===== src/rtl/alu_pkg.sv =====
// Shared definitions for the sequential ALU: the opcode map, the FSM state
// encoding and a width helper for the divider's iteration counter.
package alu_pkg;

    localparam logic [2:0] OP_ADD  = 3'b000;
    localparam logic [2:0] OP_SUB  = 3'b001;
    localparam logic [2:0] OP_MUL  = 3'b010;
    localparam logic [2:0] OP_DIV  = 3'b011;
    localparam logic [2:0] OP_OR   = 3'b100;
    localparam logic [2:0] OP_AND  = 3'b101;
    localparam logic [2:0] OP_NOTX = 3'b110;
    localparam logic [2:0] OP_NOTY = 3'b111;

    typedef enum logic [1:0] {
        ST_IDLE = 2'd0,
        ST_BUSY = 2'd1,
        ST_HOLD = 2'd2
    } state_e;

    // The counter must hold the value N itself, so it needs one bit more than log2(N).
    function automatic int cnt_width(input int n);
        return $clog2(n) + 1;
    endfunction

endpackage


===== src/rtl/seq_alu_if.sv =====
// Operand-issue / result-consumer bus of seq_alu.
// master (issuer/consumer side): drives in_valid, op, x, y, out_ready.
// slave  (seq_alu side): drives in_ready, out_valid, f, div_by_zero, zero, busy.
interface seq_alu_if #(parameter int N = 16);
    logic           in_valid;
    logic           in_ready;
    logic [2:0]     op;
    logic [N-1:0]   x;
    logic [N-1:0]   y;
    logic           out_valid;
    logic           out_ready;
    logic [2*N-1:0] f;
    logic           div_by_zero;
    logic           zero;
    logic           busy;

    modport master (
        output in_valid, op, x, y, out_ready,
        input  in_ready, out_valid, f, div_by_zero, zero, busy
    );

    modport slave (
        input  in_valid, op, x, y, out_ready,
        output in_ready, out_valid, f, div_by_zero, zero, busy
    );
endinterface


===== src/rtl/seq_divider.sv =====
// Iterative signed divider: sign-magnitude restoring division, one quotient
// bit per cycle, N cycles per operation. y must be non-zero on start.
// Ports: clk, rst_n (async active-low); start with x/y operands;
// busy while iterating; done is high during the final iteration, together
// with the sign-corrected quot (toward zero) and rem (sign of x).
module seq_divider
    import alu_pkg::*;
#(
    parameter int N = 16
) (
    input  logic         clk,
    input  logic         rst_n,
    input  logic         start,
    input  logic [N-1:0] x,
    input  logic [N-1:0] y,
    output logic         busy,
    output logic         done,
    output logic [N-1:0] quot,
    output logic [N-1:0] rem
);
    localparam int CW = cnt_width(N);

    // a_q shifts dividend bits out at the top and quotient bits in at the bottom.
    logic [N-1:0]  a_q, a_d, r_q, r_d, d_q, d_d;
    logic [CW-1:0] cnt_q, cnt_d;
    logic          busy_q, busy_d, neg_q, neg_d, sx_q, sx_d;
    logic [N:0]    trial;
    logic          ge;
    logic [N-1:0]  a_step, r_step;

    always_comb begin
        trial  = {r_q, a_q[N-1]};
        ge     = trial >= {1'b0, d_q};
        // After a successful subtract the remainder is below the divisor, so N bits suffice.
        r_step = ge ? N'(trial - {1'b0, d_q}) : trial[N-1:0];
        a_step = {a_q[N-2:0], ge};

        a_d    = a_q;
        r_d    = r_q;
        d_d    = d_q;
        cnt_d  = cnt_q;
        busy_d = busy_q;
        neg_d  = neg_q;
        sx_d   = sx_q;

        if (start) begin
            // Magnitude of -2^(N-1) is 2^(N-1), which still fits unsigned N bits.
            a_d    = x[N-1] ? -x : x;
            d_d    = y[N-1] ? -y : y;
            r_d    = '0;
            cnt_d  = CW'(N);
            busy_d = 1'b1;
            neg_d  = x[N-1] ^ y[N-1];
            sx_d   = x[N-1];
        end else if (busy_q) begin
            a_d   = a_step;
            r_d   = r_step;
            cnt_d = cnt_q - CW'(1);
            if (cnt_q == CW'(1)) begin
                busy_d = 1'b0;
            end
        end

        done = busy_q && (cnt_q == CW'(1));
        quot = neg_q ? -a_step : a_step;
        rem  = sx_q ? -r_step : r_step;
    end

    always_ff @(posedge clk or negedge rst_n) begin
        if (!rst_n) begin
            a_q    <= '0;
            r_q    <= '0;
            d_q    <= '0;
            cnt_q  <= '0;
            busy_q <= 1'b0;
            neg_q  <= 1'b0;
            sx_q   <= 1'b0;
        end else begin
            a_q    <= a_d;
            r_q    <= r_d;
            d_q    <= d_d;
            cnt_q  <= cnt_d;
            busy_q <= busy_d;
            neg_q  <= neg_d;
            sx_q   <= sx_d;
        end
    end

    assign busy = busy_q;
endmodule


===== src/rtl/seq_alu.sv =====
// Sequential signed ALU with valid/ready on both sides, registered 2N-bit
// result, iterative divider and status flags.
// Ports: clk, rst_n (async active-low); bus (seq_alu_if.slave) carrying the
// operand handshake (in_valid/in_ready, op, x, y), the result handshake
// (out_valid/out_ready, f) and the flags div_by_zero, zero, busy.
//
// state   | meaning
// --------+-------------------------------------------
// ST_IDLE | no result held, ready for an operation
// ST_BUSY | divider iterating
// ST_HOLD | result held in f until the consumer takes it
module seq_alu
    import alu_pkg::*;
#(
    parameter int N = 16
) (
    input  logic     clk,
    input  logic     rst_n,
    seq_alu_if.slave bus
);
    state_e                state_q, state_d;
    logic [2*N-1:0]        f_q, f_d, alu_r;
    logic                  dbz_q, dbz_d, zero_q, zero_d, rdy_en_q;
    logic                  accept, div_start, load;
    logic                  div_busy, div_done;
    logic [N-1:0]          div_quot, div_rem, logic_r;
    logic signed [2*N-1:0] xs, ys;

    // rdy_en_q keeps in_ready low until the first clock edge after reset release.
    assign bus.in_ready = rdy_en_q &&
                          (state_q == ST_IDLE || (state_q == ST_HOLD && bus.out_ready));
    assign accept       = bus.in_valid && bus.in_ready;
    assign div_start    = accept && (bus.op == OP_DIV) && (bus.y != '0);

    always_comb begin
        xs      = {{N{bus.x[N-1]}}, bus.x};
        ys      = {{N{bus.y[N-1]}}, bus.y};
        logic_r = '0;
        alu_r   = '0;
        case (bus.op)
            OP_ADD:  alu_r = xs + ys;
            OP_SUB:  alu_r = xs - ys;
            OP_MUL:  alu_r = xs * ys;
            OP_DIV:  alu_r = {{N{1'b1}}, bus.x};   // only reaches f when y == 0
            OP_OR:   logic_r = bus.x | bus.y;
            OP_AND:  logic_r = bus.x & bus.y;
            OP_NOTX: logic_r = ~bus.x;
            OP_NOTY: logic_r = ~bus.y;
            default: alu_r = '0;
        endcase
        // Opcodes 1xx are the bitwise group, sign-extended from N bits.
        if (bus.op[2]) begin
            alu_r = {{N{logic_r[N-1]}}, logic_r};
        end
    end

    always_comb begin
        state_d = state_q;
        f_d     = f_q;
        dbz_d   = dbz_q;
        load    = 1'b0;
        if (accept) begin
            if (div_start) begin
                state_d = ST_BUSY;
            end else begin
                state_d = ST_HOLD;
                f_d     = alu_r;
                dbz_d   = (bus.op == OP_DIV);
                load    = 1'b1;
            end
        end else begin
            case (state_q)
                ST_BUSY: if (div_done) begin
                    state_d = ST_HOLD;
                    f_d     = {div_quot, div_rem};
                    dbz_d   = 1'b0;
                    load    = 1'b1;
                end
                ST_HOLD: if (bus.out_ready) begin
                    state_d = ST_IDLE;
                end
                default: state_d = state_q;
            endcase
        end
        zero_d = load ? (f_d == '0) : zero_q;
    end

    always_ff @(posedge clk or negedge rst_n) begin
        if (!rst_n) begin
            state_q  <= ST_IDLE;
            f_q      <= '0;
            dbz_q    <= 1'b0;
            zero_q   <= 1'b0;
            rdy_en_q <= 1'b0;
        end else begin
            state_q  <= state_d;
            f_q      <= f_d;
            dbz_q    <= dbz_d;
            zero_q   <= zero_d;
            rdy_en_q <= 1'b1;
        end
    end

    seq_divider #(.N(N)) u_div (
        .clk   (clk),
        .rst_n (rst_n),
        .start (div_start),
        .x     (bus.x),
        .y     (bus.y),
        .busy  (div_busy),
        .done  (div_done),
        .quot  (div_quot),
        .rem   (div_rem)
    );

    assign bus.out_valid   = (state_q == ST_HOLD);
    assign bus.f           = f_q;
    assign bus.div_by_zero = dbz_q;
    assign bus.zero        = zero_q;
    assign bus.busy        = div_busy;
endmodule


===== src/flat_wrapper.sv =====
// flat-port wrapper written by rule: the top's interface ports become plain ports
module seq_alu_flat import alu_pkg::*;
#(
    parameter int N = 16
)
  (clk, rst_n, bus_in_valid, bus_op, bus_x, bus_y, bus_out_ready, bus_in_ready, bus_out_valid, bus_f, bus_div_by_zero, bus_zero, bus_busy);
  seq_alu_if #(.N(N)) bus_i ();
  input  logic clk;
  input  logic rst_n;
  input wire logic [$bits(bus_i.in_valid)-1:0] bus_in_valid;
  input wire logic [$bits(bus_i.op)-1:0] bus_op;
  input wire logic [$bits(bus_i.x)-1:0] bus_x;
  input wire logic [$bits(bus_i.y)-1:0] bus_y;
  input wire logic [$bits(bus_i.out_ready)-1:0] bus_out_ready;
  output wire logic [$bits(bus_i.in_ready)-1:0] bus_in_ready;
  output wire logic [$bits(bus_i.out_valid)-1:0] bus_out_valid;
  output wire logic [$bits(bus_i.f)-1:0] bus_f;
  output wire logic [$bits(bus_i.div_by_zero)-1:0] bus_div_by_zero;
  output wire logic [$bits(bus_i.zero)-1:0] bus_zero;
  output wire logic [$bits(bus_i.busy)-1:0] bus_busy;
  assign bus_i.in_valid = bus_in_valid;
  assign bus_i.op = bus_op;
  assign bus_i.x = bus_x;
  assign bus_i.y = bus_y;
  assign bus_i.out_ready = bus_out_ready;
  assign bus_in_ready = bus_i.in_ready;
  assign bus_out_valid = bus_i.out_valid;
  assign bus_f = bus_i.f;
  assign bus_div_by_zero = bus_i.div_by_zero;
  assign bus_zero = bus_i.zero;
  assign bus_busy = bus_i.busy;
  seq_alu #(.N(N)) u_core (.clk(clk), .rst_n(rst_n), .bus(bus_i));
endmodule

===== config.mk =====
export PLATFORM = sky130hd
export DESIGN_NAME = seq_alu_flat
export DESIGN_NICKNAME = d
export VERILOG_FILES = /design/src/rtl/alu_pkg.sv /design/src/rtl/seq_alu_if.sv /design/src/rtl/seq_divider.sv /design/src/rtl/seq_alu.sv /design/src/flat_wrapper.sv
export SDC_FILE = /design/constraint.sdc
export NUM_CORES = 1
export LEC_CHECK = 0
export CORE_UTILIZATION = 62
export DETAILED_ROUTE_END_ITERATION = 16
export GPL_ROUTABILITY_DRIVEN = 1
export PLACE_DENSITY = 0.81
export SYNTH_ARGS = -nofsm -noshare
export SYNTH_HDL_FRONTEND = slang
export SYNTH_HIERARCHICAL = 1
export SYNTH_SLANG_ARGS = --single-unit

===== constraint.sdc =====
create_clock -name clk -period 6.1 [get_ports clk]
set_input_delay 1.83 -clock clk [delete_from_list [all_inputs] [get_ports clk]]
set_output_delay 1.83 -clock clk [all_outputs]
set_load 0.005 [all_outputs]

==> results of run 1 <==
## Yosys cell counts, drive strengths merged, types with 4 or more instances
cell type  count  area share, %
inv          391            7.7
fa           265             28
nand2        239            4.7
nor2         239            4.7
ha           153             10
a21oi        105            2.8
dfrtp         93             12
o21ai         92            2.4
clkbuf        78            1.5
xnor2         73            3.3
xor2          44            2.0
mux2i         36            1.9
nor3          32           0.84
nand3         27           0.71
buf           25           0.72
a211oi        24           0.97
a21o          24           0.94
nand2b        23           0.75
o31ai         21           0.85
nor4          17           0.67
a22oi         15           0.62
nor2b         15           0.49
a221oi        14           0.67
a31oi         14           0.46
mux4          14            1.7
o211ai        14           0.55
and3          13           0.44
or3           12           0.39
a221o         11           0.58
clkinv        11           0.22
nand4         11           0.36
o21a           9           0.39
o41ai          9           0.45
or4            9           0.35
a22o           8           0.37
o22ai          8           0.26
a211o          7           0.32
and2           7           0.23
o21bai         7           0.28
o311ai         7           0.32
nand3b         6           0.24
o221ai         5           0.23
a2111oi        4           0.22
## layer usage
layer  track usage (%)  overflow
met2              90.3        40
met4              68.6        31
met5              10.6         0
met3              52.1         2
met1              73.6         0
## cell families after synthesis
| kind of cell | after synthesis | synth area share (%) |
|---|---|---|
| AO/OA/AOI/OAI | 428 | 15.2 |
| XOR/XNOR | 117 | 5.37 |
| adder cells (fa/ha/maj) | 418 | 37.8 |
| buffers and inverters | 505 | 10.2 |
| flip-flops | 93 | 12.2 |
| multiplexers | 52 | 3.66 |
| other | 1 | 0.0196 |
| AND/OR/NAND/NOR | 666 | 15.6 |
## stage by stage
stage | cell area (um^2) | utilization (%) | std cells
after floorplan | 19900 | - | 2280
after CTS | 25500 | 85.0 | 3092
after detailed placement | 23300 | 77.8 | 2984
after global placement | 23300 | 77.8 | 2984
## what timing repair did
| action | 4_1_cts |
|---|---|
| setup buffers | 92 |
| resized for setup | 382 |
| endpoints found under the setup margin | 28 |
| pin swaps | 121 |
| cloned | 5 |
==> results.toml, run 1 <==
[logic_synthesis]
syn-cell-area_um2 = 19100
synth_seq_area_share_pct = 12.2
yosys_warnings = 6
syn_nets = 2737
syn_inst = 2280
synth.avg_cell_area_um2 = 8.38
synthDistinctLibCells = 95
ys.flop_type = "dfrtp_1"
ys_seq_elements = 93
synth_edf_count = 0
async_flop_share_pct = 100

[cts]
cts_buffers = 9
clockRootBuffer = "clkbuf_16"
h-tree-depth = 3
hold_buffers = 0
clk_path_buf_depth = 2
clkSinkCount = 93

[outcome]
status = "did not finish"
error = "[ERROR GRT-0232] Routing congestion too high. Check the congestion heatmap in the GUI."
haltStage = "global routing (5_1_grt)"

[sta]
grt-worst-endpoint = "u_core/bus.zero$_DFFE_PN0P_/D"
worstEpCategory = "sequential cell input"

[die]
initial_core_util_pct = 63.8
dieWidth_um = 178
io_pins = 76
std_cell_rows = 63
die_y_um = 178

[placement]
port_buffers = 75
post-place-ws_ps = -2610
dpl.hpwl_um = 58500
gp_congestion = 1.01

[global_routing]
grt_usage_pct = 71.2
grt_max_degree = 58
grt_remaining_overflow = 73
==> inputs of run 2 (changes only) <==
--- a/config.mk
+++ b/config.mk
@@ -5,10 +5,10 @@
 export SDC_FILE = /design/constraint.sdc
 export NUM_CORES = 1
 export LEC_CHECK = 0
-export CORE_UTILIZATION = 62
+export CORE_UTILIZATION = 40
 export DETAILED_ROUTE_END_ITERATION = 16
 export GPL_ROUTABILITY_DRIVEN = 1
-export PLACE_DENSITY = 0.81
+export PLACE_DENSITY_LB_ADDON = 0.15
 export SYNTH_ARGS = -nofsm -noshare
 export SYNTH_HDL_FRONTEND = slang
 export SYNTH_HIERARCHICAL = 1
==> results.toml, run 2 <==
[logic_synthesis]
synth_compound_area_share_pct = 15.2
yosys_warnings = 6
synth_area_leaders = "fa_1 (28%), dfrtp_1 (12%), ha_1 (10%)"
synthXorXnorAreaFrac_pct = 5.37
post-synth-top-count-cell = "inv_1"
synthDistinctLibCells = 95
ys.flop_type = "dfrtp_1"
synth_simple_gate_area_share_pct = 15.6
ys_seq_elements = 93
ys_top_cells_by_count = "inv_1 (386), fa_1 (265), nand2_1 (239), nor2_1 (238), ha_1 (153)"
synth_adder_area_share_pct = 37.8
synth_top_family_by_area = "adder cells"
synth_seq_area_share_pct = 12.2
synth_top_area_share_pct = 27.8
yosys.area.top_type = "fa_1"
synthMuxAreaShare_pct = 3.66
syn_inst = 2280
synth.avg_cell_area_um2 = 8.38
syn-cell-area_um2 = 19100
async_flop_share_pct = 100
synth_edf_count = 0
syn_nets = 2737

[drt]
drc_errors = 7
num_vias = 18600
wire_per_inst_um = 21.9
drtIter0Drc = 1448
ant_nets = 0
viasPerCell = 5.52
firstDrtPassIters = 12
wl_um = 73700

[sta]
fin_skew_ps = 12.7
tightest_slew_ps = 704
fmax_ghz = 0.128
rsz0062_at_grt = "true"
fin_ws_ps = -1690
setup_viol = 27
period_share_pct = 128
hold_ws_ps = 524
slew_headroom_pct = 53.1
hold_violations = 0
drv_slew = 0
min_period_ps = 7790

[cts]
clk_path_buf_depth = 2
clkSinkCount = 93
insertion_delay_ps = 360
h-tree-depth = 3
hold_buffers = 0
cts_buffers = 9
clockRootBuffer = "clkbuf_16"
cts_tree = "done"
clkTransAtPathRegs_ps = 70

[worst_setup_path]
critPathMaxFanout = 5
timing.reg2reg.setup_slack_ps = 380
r2r-end = "u_core/bus.zero$_DFFE_PN0P_"
cp.required_ps = 6400
crit_type = "in -> reg"
r2r-start = "u_core/u_div/r_q[7]$_DFFE_PN0P_"
crit_slowest_cell = "fa_2"
end_kind = "register"
slowest_delay_ps = 620
rr_worst_depth = 24
cpMostUsedCell = "fa_2"
startpoint_type = "input pin"
cp_data_arrival_time_ps = 8090

[die]
core-area_um2 = 46900
die_y_um = 221
io_pins = 76
std_cell_rows = 79
dieWidth_um = 221
dieArea_um2 = 48600
initial_core_util_pct = 40.8

[final_layout]
num_antenna_cells = 0
syn2layout_area_growth_pct = 41.3
fin_cells = 3364
largest_register_ffs = 32
drive_gt1_share_pct = 33.3
most-common-layout-cells = "buf_4 (353), inv_1 (308), fa_1 (234)"
layout_commonest_cell = "buf_4"
design_area_um2 = 27000
fin_util_pct = 57.6
fin_nets = 3209

[global_routing]
grt_remaining_overflow = 0
grt_max_degree = 52
grt_pass1_wl_um = 112000
grt_usage_pct = 30.9
grt_pass1_vias = 18800
antenna_found_initial = 2

[placement]
port_buffers = 75
gp_congestion = 0.995
dpl.hpwl_um = 59100
dpl.cell_count = 3232
dpl_cell_area_um2 = 23800

[worst_hold_path]
min_delay_path_depth = 1
worstHoldStart = "u_core/bus.f[23]$_DFF_PN0_"
hp-class = "reg -> reg"
min_to = "u_core/bus.f[23]$_DFF_PN0_"

[outcome]
status = "finished, violations left"
violations = "DRC, setup timing"

[run]
drv_cap = 0
[run 2: final cells by class]
class	count	area, um^2
Fill cell	4242	19900
Timing Repair inverter	1	11.3
Timing Repair Buffer	563	5310
Clock inverter	7	56.3
Tap cell	607	759
Sequential cell	93	2330
Clock buffer	9	225
Inverter	402	1690
Multi-Input combinational cell	1682	16600
[run 2: per-layer routing]
| metal | track usage (%) | wire length [um] | vias to the layer above |
|---|---|---|---|
| li1 | - | - | 8442 |
| met1 | 43.4 | 32100 | 9367 |
| met4 | 9.75 | 3080 | 2 |
| met3 | 3.12 | 4370 | 120 |
| met2 | 50.0 | 34100 | 643 |
| met5 | 0 | 13 | - |
[run 2: what timing repair did]
action / CTS / global route
gates resized for setup: 356 / 258
pin swaps: 153 / 159
hold endpoints to repair: 0 / 0
cloned: 3 / 0
setup endpoints to repair: 28 / 28
buffers inserted: 91 / 46
[run 2: cells by family after synthesis]
group           Yosys count
simple gates            666
fa+ha+maj               418
flops                    93
mux                      52
compound gates          428
xor+xnor                117
other cells               1
buf+inv                 505
[run 2: metrics by stage]
stage	setup TNS (ps)	setup slack (ps)
6_report	-25660	-1690
4_1_cts	-27200	-1790
5_1_grt	-29530	-1920
3_5_place_dp	-51750	-2620
2_1_floorplan	-17170	-1540
3_3_place_gp	-51190	-2600
[run 2: worst max-delay path by stage]
stage,cells past startpoint,to,startpoint,slack (ps)
finish,25,u_core/bus.zero$_DFFE_PN0P_,bus_x[15],-1690
CTS,26,u_core/bus.zero$_DFFE_PN0P_,bus_y[6],-1790
global route,25,u_core/bus.zero$_DFFE_PN0P_,bus_y[8],-1920
floorplan,24,u_core/bus.zero$_DFFE_PN0P_,bus_x[15],-1540
global placement,25,u_core/bus.zero$_DFFE_PN0P_,bus_y[7],-2600
detailed placement,26,u_core/bus.zero$_DFFE_PN0P_,bus_y[7],-2620
[run 2: worst max-delay path, delay by kind of cell]
family	cells	cell delay, ps
fa+ha+maj	7	3230
compound gates	7	1900
buf+inv	6	560
simple gates	4	400
xor+xnor	1	160
Power of run 2 is left out: the tool's default activity adds up to more than one toggle a clock period on the data nets, which glitch-free logic cannot reach.
==> inputs of run 3 (changes only) <==
--- a/config.mk
+++ b/config.mk
@@ -8,7 +8,8 @@
 export CORE_UTILIZATION = 40
 export DETAILED_ROUTE_END_ITERATION = 16
 export GPL_ROUTABILITY_DRIVEN = 1
-export PLACE_DENSITY_LB_ADDON = 0.15
+export HOLD_SLACK_MARGIN = 0.02
+export PLACE_DENSITY_LB_ADDON = 0.05
 export SYNTH_ARGS = -nofsm -noshare
 export SYNTH_HDL_FRONTEND = slang
 export SYNTH_HIERARCHICAL = 1
==> results.toml, run 3 (same netlist as run 2, synthesis figures left out) <==
[outcome]
status = "finished, violations left"
violations = "DRC, setup timing"

[die]
initial_core_util_pct = 40.8
die_y_um = 221
core-area_um2 = 46900
dieWidth_um = 221
dieArea_um2 = 48600
io_pins = 76
std_cell_rows = 79

[worst_setup_path]
slowest_delay_ps = 540
crit_slowest_cell = "fa_1"
critPathMaxFanout = 8
end_kind = "register"
startpoint_type = "input pin"
cp_data_arrival_time_ps = 8160
crit_type = "in -> reg"
cp.required_ps = 6420

[drt]
ant_nets = 0
drc_errors = 5
firstDrtPassIters = 11
drtIter0Drc = 1443
viasPerCell = 5.48
wire_per_inst_um = 22.2
num_vias = 18500
wl_um = 74700

[global_routing]
grt_max_degree = 78
antenna_found_initial = 1
grt_remaining_overflow = 0
grt_usage_pct = 31.6
grt_pass1_vias = 18800
grt_pass1_wl_um = 114000

[sta]
min_period_ps = 7840
tightest_slew_ps = 773
fin_ws_ps = -1740
rsz0062_at_grt = "true"
fmax_ghz = 0.128
setup_viol = 26
fin_skew_ps = 11.6
period_share_pct = 128
slew_headroom_pct = 48.3
hold_violations = 0
tns_ps = -26870
drv_slew = 0

[cts]
cts_buffers = 9
cts_tree = "done"
clockRootBuffer = "clkbuf_16"
insertion_delay_ps = 370
clkSinkCount = 93
h-tree-depth = 3
clk_path_buf_depth = 2
hold_buffers = 0
clkTransAtPathRegs_ps = 80

[final_layout]
most-common-layout-cells = "buf_4 (375), inv_1 (325), fa_1 (230)"
largest_register_ffs = 32
syn2layout_area_growth_pct = 40.1
drive_gt1_share_pct = 32.5
fin_nets = 3216
num_antenna_cells = 0
layout_commonest_cell = "buf_4"
design_area_um2 = 26800

[placement]
port_buffers = 75
gp_congestion = 0.978
dpl_cell_area_um2 = 23800
dpl.hpwl_um = 59900

[run]
drv_cap = 0

[worst_hold_path]
hp-class = "reg -> reg"
-- run 3: changes by cell type in the layout (fill, tap and decap cells not counted), moves of 5 or more --
cell	change
nand2_2	+8
buf_4	+22
buf_12	-7
ha_4	-10
inv_2	-17
buf_6	-12
inv_1	+17
nor2_4	-5
a21oi_4	-7
ha_1	+7
-- run 3: repair_timing --
item,in CTS,in global routing
pin swaps,137,142
endpoints found under the setup margin,28,28
resized for setup,395,168
cloned,2,0
setup buffers,106,38
-- run 3: routing by layer --
layer | vias up | routed length, um | GRT usage (%)
li1 | 8449 | - | -
met1 | 9300 | 32800 | 44.9
met2 | 631 | 34400 | 50.0
met3 | 95 | 5020 | 4.05
met4 | 0 | 2510 | 9.70
met5 | - | 0 | 0
-- run 3: worst max-delay path, delay by kind of cell --
family | cells | cell delay [ps]
buf+inv | 12 | 1150
compound gates | 4 | 780
simple gates | 8 | 1080
fa+ha+maj | 7 | 3290
-- run 3: stage by stage --
stage               setup WS (ps)  hold slack (ps)  instances  utilization [%]
global route                -1970              535       3371             57.1
global placement            -2670              504       3227             50.8
CTS                         -1900              507       3345             55.6
finish                      -1740              504       3371             57.1
detailed placement          -2780              485       3227             50.8
floorplan                   -1540              470       2280                -
-- run 3: final timing paths --
path                       slack (ps)  cells past startpoint                           endpoint                       startpoint
max                             -1740                     31        u_core/bus.zero$_DFFE_PN0P_                         bus_x[7]
min                               500                      2        u_core/bus.zero$_DFFE_PN0P_      u_core/bus.zero$_DFFE_PN0P_
max reg2reg                       350                     21        u_core/bus.zero$_DFFE_PN0P_  u_core/u_div/r_q[7]$_DFFE_PN0P_
min reg2reg                       500                      2        u_core/bus.zero$_DFFE_PN0P_      u_core/bus.zero$_DFFE_PN0P_
max in group asynchronous        3550                      2    u_core/u_div/a_q[1]$_DFFE_PN0P_                            rst_n
min in group asynchronous        1450                      1  u_core/u_div/cnt_q[2]$_DFFE_PN0P_                            rst_n
-- run 3: layout make-up --
class,instances,area [um^2]
Multi-Input combinational cell,1682,16400
Clock buffer,9,225
Sequential cell,93,2330
Fill cell,4324,20100
Inverter,402,1690
Tap cell,607,759
Timing Repair Buffer,570,5260
Clock inverter,7,62.6
Timing Repair inverter,1,6.26
Power of run 3 is left out for the same reason.
